[config.mk]
export PLATFORM = sky130hd
export DESIGN_NAME = nco_rate_detector
export DESIGN_NICKNAME = d
export VERILOG_FILES = /design/src/rtl/nco_rate_detector.sv
export SDC_FILE = /design/constraint.sdc
export NUM_CORES = 1
export LEC_CHECK = 0
export BUFFER_PORTS_ARGS = -buffer_cell sky130_fd_sc_hd__buf_2
export CORE_ASPECT_RATIO = 1.2
export CORE_MARGIN = 2
export CORE_UTILIZATION = 35
export CTS_CLUSTER_DIAMETER = 80
export DETAILED_ROUTE_END_ITERATION = 8
export PLACE_DENSITY = 0.59
export SLEW_MARGIN = 20
export SYNTH_ARGS = -nofsm -noshare
export SYNTH_HDL_FRONTEND = slang
export SYNTH_SLANG_ARGS = --single-unit
[constraint.sdc]
create_clock -name clk -period 8.45 [get_ports clk]
set_input_delay 0.4225 -clock clk [delete_from_list [all_inputs] [get_ports clk]]
set_output_delay 0.4225 -clock clk [all_outputs]
set_load 0.01 [all_outputs]
[src/rtl/nco_rate_detector.sv]
// nco_rate_detector: measures the rising-edge period of an asynchronous divided
// waveform in clk cycles, decodes which of four divide ratios produced it and
// reports lock once the same ratio has been seen LOCK_CNT times in a row.
module nco_rate_detector #(
  parameter int DIV0     = 2,
  parameter int DIV1     = 4,
  parameter int DIV2     = 8,
  parameter int DIV3     = 16,
  parameter int TOL      = 1,
  parameter int LOCK_CNT = 3,
  parameter int TIMEOUT  = 1024,
  parameter int CNT_W    = 16
) (
  input  logic             clk,
  input  logic             rst,
  input  logic             sig_in,
  output logic [CNT_W-1:0] period,
  output logic             period_valid,
  output logic [1:0]       det_sel,
  output logic             locked,
  output logic             no_signal
);

  localparam int               MC_W   = $clog2(LOCK_CNT + 1);
  localparam logic [CNT_W-1:0] TMO_V  = CNT_W'(TIMEOUT);
  localparam logic [MC_W-1:0]  LOCK_V = MC_W'(LOCK_CNT);

  typedef enum logic [1:0] {S_IDLE, S_ARM, S_TRACK, S_LOCKED} state_e;

  // |meas - div| <= TOL, evaluated unsigned one bit wider than the counter
  // so the subtraction can never wrap.
  function automatic logic within_tol(input logic [CNT_W-1:0] meas, input int div);
    logic [CNT_W:0] a;
    logic [CNT_W:0] b;
    logic [CNT_W:0] diff;
    a    = {1'b0, meas};
    b    = (CNT_W+1)'(div);
    diff = (a >= b) ? (a - b) : (b - a);
    return diff <= (CNT_W+1)'(TOL);
  endfunction

  // Period counter increment, parked at TIMEOUT while no edge arrives.
  function automatic logic [CNT_W-1:0] cnt_sat_inc(input logic [CNT_W-1:0] v);
    return (v >= TMO_V) ? v : v + CNT_W'(1);
  endfunction

  // Consecutive-match counter increment, parked at LOCK_CNT.
  function automatic logic [MC_W-1:0] mcnt_sat_inc(input logic [MC_W-1:0] v);
    return (v >= LOCK_V) ? v : v + MC_W'(1);
  endfunction

  logic             s1_q, s2_q, s3_q;
  logic             rise;
  logic [CNT_W-1:0] cnt_q, cnt_d;
  state_e           state_q, state_d;
  logic [CNT_W-1:0] period_q, period_d;
  logic             pv_q, pv_d;
  logic [1:0]       det_q, det_d;
  logic             locked_q, locked_d;
  logic             nosig_q, nosig_d;
  logic [MC_W-1:0]  mcnt_q, mcnt_d, mcnt_meas;
  logic [1:0]       prevk_q, prevk_d;
  logic             match_ok;
  logic [1:0]       match_k;

  // Two flops resolve metastability on sig_in, the third holds the previous
  // level for edge detection.
  always_ff @(posedge clk) begin
    if (rst) begin
      s1_q <= 1'b0;
      s2_q <= 1'b0;
      s3_q <= 1'b0;
    end else begin
      s1_q <= sig_in;
      s2_q <= s1_q;
      s3_q <= s2_q;
    end
  end

  assign rise = s2_q & ~s3_q;

  // Counter restarts at 1 on every edge so it equals the period at the next edge.
  always_comb begin
    cnt_d = rise ? CNT_W'(1) : cnt_sat_inc(cnt_q);
  end

  // Decode the running count against the four ratios; lowest index wins ties.
  always_comb begin
    match_ok = 1'b1;
    match_k  = 2'd0;
    if (within_tol(cnt_q, DIV0))      match_k = 2'd0;
    else if (within_tol(cnt_q, DIV1)) match_k = 2'd1;
    else if (within_tol(cnt_q, DIV2)) match_k = 2'd2;
    else if (within_tol(cnt_q, DIV3)) match_k = 2'd3;
    else                              match_ok = 1'b0;
  end

  // Match count this measurement would produce: extend a run of the same
  // selector, start a new run on a different one, clear on no match.
  always_comb begin
    if (!match_ok)                mcnt_meas = '0;
    else if (match_k == prevk_q)  mcnt_meas = mcnt_sat_inc(mcnt_q);
    else                          mcnt_meas = MC_W'(1);
  end

  // Next-state and output logic of the measurement FSM.
  always_comb begin
    state_d  = state_q;
    period_d = period_q;
    pv_d     = 1'b0;
    det_d    = det_q;
    locked_d = locked_q;
    nosig_d  = nosig_q;
    mcnt_d   = mcnt_q;
    prevk_d  = prevk_q;
    unique case (state_q)
      S_IDLE: begin
        // First edge only provides the reference point for the next period.
        if (rise) begin
          state_d = S_ARM;
          nosig_d = 1'b0;
        end
      end
      S_ARM, S_TRACK, S_LOCKED: begin
        if (rise) begin
          period_d = cnt_q;
          pv_d     = 1'b1;
          mcnt_d   = mcnt_meas;
          prevk_d  = match_k;
          if (state_q == S_LOCKED) begin
            if (!match_ok || (match_k != det_q)) begin
              state_d  = S_TRACK;
              locked_d = 1'b0;
            end
          end else if ((state_q == S_TRACK) && (mcnt_meas == LOCK_V)) begin
            state_d  = S_LOCKED;
            locked_d = 1'b1;
            det_d    = match_k;
          end else begin
            state_d = S_TRACK;
          end
        end else if (cnt_q == TMO_V) begin
          // Edge starvation: drop lock and wait for a fresh reference edge.
          state_d  = S_IDLE;
          nosig_d  = 1'b1;
          locked_d = 1'b0;
          mcnt_d   = '0;
        end
      end
      default: state_d = S_IDLE;
    endcase
  end

  // State, counter and status registers.
  always_ff @(posedge clk) begin
    if (rst) begin
      state_q  <= S_IDLE;
      cnt_q    <= '0;
      period_q <= '0;
      pv_q     <= 1'b0;
      det_q    <= 2'd0;
      locked_q <= 1'b0;
      nosig_q  <= 1'b0;
      mcnt_q   <= '0;
      prevk_q  <= 2'd0;
    end else begin
      state_q  <= state_d;
      cnt_q    <= cnt_d;
      period_q <= period_d;
      pv_q     <= pv_d;
      det_q    <= det_d;
      locked_q <= locked_d;
      nosig_q  <= nosig_d;
      mcnt_q   <= mcnt_d;
      prevk_q  <= prevk_d;
    end
  end

  assign period       = period_q;
  assign period_valid = pv_q;
  assign det_sel      = det_q;
  assign locked       = locked_q;
  assign no_signal    = nosig_q;

endmodule

* Word level (Yosys, flattened, before mapping) *
Index checks and enable logic that the tools add are counted.

operators by class
  mux-type cells = 35
  bitwise logic cells = 4
  add/subtract/negate cells = 10
  magnitude comparators = 10
  reduce and logical (&&, ||, !) cells = 14
  equality and inequality tests = 15

operators with widths
  operator                                                                           number
  17-bit by 1-bit less-or-equal comparator with 1-bit output, second input constant  4
  17-bit two-way mux                                                                 4
  2-bit two-way mux                                                                  13
  16-bit by 2-bit subtractor with 17-bit output, second input constant               1
  16-bit by 3-bit subtractor with 17-bit output, second input constant               1
  16-bit by 4-bit subtractor with 17-bit output, second input constant               1
  16-bit by 5-bit subtractor with 17-bit output, second input constant               1
  2-bit by 16-bit subtractor with 17-bit output, first input constant                1
  3-bit by 16-bit subtractor with 17-bit output, first input constant                1
  4-bit by 16-bit subtractor with 17-bit output, first input constant                1
  5-bit by 16-bit subtractor with 17-bit output, first input constant                1
  16-bit by 1-bit adder with 16-bit output, second input constant                    1
  16-bit by 11-bit equality test with 1-bit output, second input constant            1
  16-bit by 11-bit >= comparator with 1-bit output, second input constant            1
  16-bit by 2-bit >= comparator with 1-bit output, second input constant             1
  16-bit by 3-bit >= comparator with 1-bit output, second input constant             1
  16-bit by 4-bit >= comparator with 1-bit output, second input constant             1
  16-bit by 5-bit >= comparator with 1-bit output, second input constant             1
  1-bit two-way mux                                                                  16
  2-bit != test, second input constant                                               4
  4-bit AND reduction                                                                2
  2-bit equality test, second input constant                                         3
  3-bit AND reduction                                                                2
  4-bit != test, second input constant                                               1
  other kinds (20)                                                                   24

storage, ports and cells
  flip-flop bits (word level) = 46
  word-level logic and storage cells = 101

* Depth between registers and ports, before layout *
  depth after elaboration = 16
  depth in mapped cells = 16
  mapped depth without buffers = 12

* Worst setup path before layout *
OpenSTA, ideal clock, no wires.

  kind = reg2reg
  start point = register cnt_q[3]
  end point = register det_q[0], in the netlist det_sel[0]
  stages on the path, launching flop included = 16
  path buffers = 4
  path slack = 4.430 ns
  arrival time = 3.899 ns
  data required time = 8.329 ns
  path through = dfxtp_1 -> clkbuf_1 -> clkbuf_1 -> inv_1 -> ha_1 -> clkbuf_1 -> or4b_2 -> nor4_1 -> o32ai_1 -> xnor2_1 -> nand4_1 -> or4_1 -> clkbuf_1 -> and3_1 -> a32oi_2 -> mux2_4

between the ends
  longest elaborated chain between the ends = 13

RTL lines
  item                                                                   RTL line  source
  start: declaration                                                     54        logic [CNT_W-1:0] cnt_q, cnt_d;
  start signal: assignment                                               168       cnt_q <= cnt_d;
  5-bit by 16-bit subtractor with 17-bit output (tied with other cells)  38        diff = (a >= b) ? (a - b) : (b - a);
  17-bit two-way mux                                                     38
  17-bit by 1-bit less-or-equal comparator with 1-bit output             39        return diff <= (CNT_W+1)'(TOL);
  2-bit two-way mux                                                      94        else if (within_tol(cnt_q, DIV3)) match_k = 2'd3;
  2-bit two-way mux                                                      93        else if (within_tol(cnt_q, DIV2)) match_k = 2'd2;
  2-bit two-way mux                                                      92        else if (within_tol(cnt_q, DIV1)) match_k = 2'd1;
  2-bit two-way mux                                                      91        if (within_tol(cnt_q, DIV0)) match_k = 2'd0;
  2-bit equality test                                                    102       else if (match_k == prevk_q) mcnt_meas = mcnt_sat_inc(mcnt_q);
  2-bit two-way mux                                                      102
  2-bit two-way mux                                                      101       if (!match_ok) mcnt_meas = '0;
  2-bit equality test                                                    135       end else if ((state_q == S_TRACK) && (mcnt_meas == LOCK_V)) begin
  1-bit logical AND                                                      135
  4-bit AND reduction (no line)                                          -
  end signal: assignment                                                 171       det_q <= det_d;
  end: declaration                                                       58        logic [1:0] det_q, det_d;

Parallel ways exist; a longest one is shown, timed or not.
A chain may end at the register's enable or synchronous reset.

* Worst setup path in the final report *
Ends and elaborated chain as after synthesis.

==> impl_metrics.sql <==
INSERT INTO impl_metrics (metric_group, metric, value, unit) VALUES
('die', 'initial_utilization', '36.1', '%'),
('placed_design', 'gp_congestion', '0.979', ''),
('finish', 'ff_latch_area', '921', 'sq um'),
('hold_path', 'timing.hold.worst.start', 'sig_in', ''),
('die', 'fp.coreArea', '0.0106', 'sq mm'),
('global_route', 'grt_start_max_net_pins', '38', ''),
('critical_path', 'worst-endpoint-required', '8630', 'ps'),
('die', 'design.portCount', '24', ''),
('pwr', 'vdd.ir_drop.worst', '0.130', 'mV'),
('die', 'design.die.area', '0.0117', 'sq mm'),
('hold_path', 'timing.hold.worst_endpoint', 's1_q', ''),
('timing', 'final-hold-violation-count', '0', ''),
('critical_path', 'worst-setup-path-type', 'reg -> reg', ''),
('critical_path', 'reg2reg_to', 'det_sel[0]', ''),
('finish', 'final-instance-count-excl-fill', '638', ''),
('global_route', 'globalRouteOverflowTotal', '0', ''),
('critical_path', 'arrival_time_at_the_worst_endpoint', '4550', 'ps'),
('finish', 'area_growth_syn_to_layout', '8.01', '%'),
('hold_path', 'hp_class', 'in -> reg', ''),
('placed_design', 'placedCellCount', '630', ''),
('finish', 'area_of_the_multi_input_gates', '0.00266', 'sq mm'),
('clocking', 'cts.root.buffer_cell', 'sky130_fd_sc_hd__clkbuf_16', ''),
('global_route', 'track_usage', '20.3', '%'),
('yosys', 'synthFlopType', 'sky130_fd_sc_hd__dfxtp_1', ''),
('yosys', 'number_of_enable_flip_flop_cells_after_synthesis', '0', ''),
('yosys', 'syn-cell-area', '0.00381', 'sq mm'),
('timing', 'worst_slew_margin_rel', '38.5', '%'),
('yosys', 'synth.area.top_cells', 'sky130_fd_sc_hd__dfxtp_1 (24%), sky130_fd_sc_hd__nand2_1 (6.9%), sky130_fd_sc_hd__ha_1 (6.6%)', ''),
('route', 'postRouteWirelength', '11.9', 'mm'),
('critical_path', 'worst_r2r_path_depth', '11', ''),
('global_route', 'first_global_vias', '3710', ''),
('placed_design', 'detailed_place_hpwl', '8.50', 'mm'),
('placed_design', 'port_buffers', '23', ''),
('timing', 'worst_clock_skew', '6.83', 'ps'),
('clocking', 'clock_tree_buf_depth', '2', ''),
('yosys', 'synthArstFlopShare', '0', '%'),
('pwr', 'leakagePower', '1.64', 'nW'),
('yosys', 'synth-seq-cells', '46', ''),
('pwr', 'cell_internal_pwr', '407', 'uW'),
('finish', 'post_route_cells_drive_above_1_share', '11.2', '%'),
('die', 'floorplan.rows', '41', ''),
('global_route', 'initial_antenna_violation_count', '0', ''),
('critical_path', 'timing.rr.start', 'cnt_q[3]', ''),
('route', 'drtIter0Drc', '377', ''),
('route', 'post_drt_via_cell_ratio', '6.07', ''),
('timing', 'grt_setup_unrepaired', 'false', ''),
('clocking', 'cts_hold_repair.buffers', '0', ''),
('timing', 'worstMarginPinSlew', '914', 'ps'),
('hold_path', 'timing.hold.worst_path_depth', '2', ''),
('die', 'die_width', '99.3', 'um'),
('finish', 'final_common_cell', 'sky130_fd_sc_hd__nand2_1', ''),
('critical_path', 'setup.worst_path.end_class', 'flip-flop', ''),
('global_route', 'grt_pass1_wl', '19.3', 'mm'),
('finish', 'nets', '531', ''),
('finish', 'antenna_cells_inserted', '0', ''),
('clocking', 'cts_max_level', '2', ''),
('placed_design', 'place_area', '0.00395', 'sq mm'),
('route', 'wl_per_cell', '18.7', 'um'),
('yosys', 'syn-num-nets', '539', ''),
('pwr', 'p_per_area', '138', 'mW/mm^2'),
('yosys', 'synth_area_per_cell', '7.39', 'sq um'),
('finish', 'layout.cell_area.non_filler', '0.00412', 'sq mm'),
('finish', 'fillCellCount', '1110', ''),
('route', 'antenna_left', '0', ''),
('yosys', 'yosysUniqueCellTypes', '74', ''),
('die', 'die_h', '118', 'um'),
('outcome', 'run_status', 'finished, final reports clean', ''),
('critical_path', 'critical_path_peak_fanout', '21', ''),
('yosys', 'postSynthCellCount', '516', ''),
('pwr', 'share_clk_of_total_power', '39.9', '%'),
('clocking', 'cts_tree', 'done', '');
[power groups by stage]
stage	Sequential [mW]	Combinational, mW	Clock, mW
finish	0.226	0.115	0.227
detailed placement	0.231	0.113	0
global route	0.227	0.125	0.239
CTS	0.226	0.113	0.234
global placement	0.231	0.111	0
floorplan	0.228	0.0896	0
[logic make-up (layout without fill, tap and decap cells)]
family | Yosys count | after routing | share of synthesized area [%]
adders and majority gates | 20 | 20 | 6.57
and+or+nand+nor | 259 | 259 | 37.3
xor gates and xnor gates | 22 | 22 | 5.06
DFF | 46 | 46 | 24.2
muxes | 4 | 4 | 1.21
buffers and inverters | 57 | 50 | 6.11
AOI/OAI and AO/OA | 108 | 108 | 19.6
[flip-flops by register name, indices dropped and copies added (netlist names)]
name / flops
no_signal: 1
period_valid: 1
mcnt_q: 2
s1_q: 1
cnt_q: 16
det_sel: 2
s3_q: 1
state_q: 2
locked: 1
s2_q: 1
period: 16
prevk_q: 2
[how the worst max path moves through the flow]
stage	to	slack (ps)	depth (start not counted)	startpoint
floorplan	det_sel[0]	4430	15	cnt_q[3]
global placement	det_sel[0]	4280	11	cnt_q[4]
detailed placement	det_sel[0]	4210	11	cnt_q[3]
CTS	det_sel[0]	4170	11	cnt_q[3]
global route	det_sel[0]	3760	11	cnt_q[3]
finish	det_sel[0]	4080	11	cnt_q[3]
[Yosys cell counts (6+ instances only)]
cell / number
sky130_fd_sc_hd__o211ai_1: 6
sky130_fd_sc_hd__clkbuf_1: 34
sky130_fd_sc_hd__nand3_1: 13
sky130_fd_sc_hd__and2_1: 8
sky130_fd_sc_hd__xor2_1: 7
sky130_fd_sc_hd__nor4_1: 12
sky130_fd_sc_hd__xnor2_1: 15
sky130_fd_sc_hd__nor3_1: 20
sky130_fd_sc_hd__a211oi_1: 10
sky130_fd_sc_hd__nand4_1: 12
sky130_fd_sc_hd__nor2_1: 50
sky130_fd_sc_hd__nor2b_1: 11
sky130_fd_sc_hd__nand2_1: 70
sky130_fd_sc_hd__ha_1: 20
sky130_fd_sc_hd__a31oi_1: 7
sky130_fd_sc_hd__a21oi_1: 30
sky130_fd_sc_hd__or4_1: 7
sky130_fd_sc_hd__inv_1: 14
sky130_fd_sc_hd__and3_1: 7
sky130_fd_sc_hd__o21ai_0: 14
sky130_fd_sc_hd__dfxtp_1: 46
sky130_fd_sc_hd__nand2b_1: 12
[worst max-delay path: stages, from the launching register on]
cell                      delay, ps
sky130_fd_sc_hd__dfxtp_1        820
sky130_fd_sc_hd__inv_1          320
sky130_fd_sc_hd__ha_1           410
sky130_fd_sc_hd__or4b_2         650
sky130_fd_sc_hd__nor4_1         180
sky130_fd_sc_hd__o32ai_1        140
sky130_fd_sc_hd__xnor2_1        220
sky130_fd_sc_hd__nand4_1        110
sky130_fd_sc_hd__or4_1          560
sky130_fd_sc_hd__and3_1         240
sky130_fd_sc_hd__a32oi_2        290
sky130_fd_sc_hd__mux2_4         330
[stage by stage]
step | total power [mW] | hold WS [ps] | util [%] | worst slack [ps]
after floorplan | 0.317 | 414 | - | 4430
after global placement | 0.343 | 440 | 37.3 | 4280
after detailed placement | 0.344 | 446 | 37.3 | 4210
after CTS | 0.573 | 336 | 38.9 | 4170
after global routing | 0.591 | 356 | 39.0 | 3760
final | 0.569 | 340 | 39.0 | 4080
[final cells by class]
| type | instances | area share [%] |
|---|---|---|
| well taps | 129 | 3.92 |
| repair buffers | 28 | 3.71 |
| flip-flops and latches | 46 | 22.4 |
| multi-input cells | 413 | 64.6 |
| inverters | 14 | 1.28 |
| clock inverters | 3 | 1.06 |
| clock buffers | 5 | 3.04 |
[metal layers]
layer | wire (um) | GRT usage [%] | vias up
met5 | 0 | 0 | -
met4 | 517 | 10.1 | 0
met3 | 576 | 2.19 | 39
met2 | 5650 | 33.7 | 166
met1 | 5180 | 26.0 | 1830
li1 | - | - | 1839
Note: power is estimated with default switching activity, not from simulation.
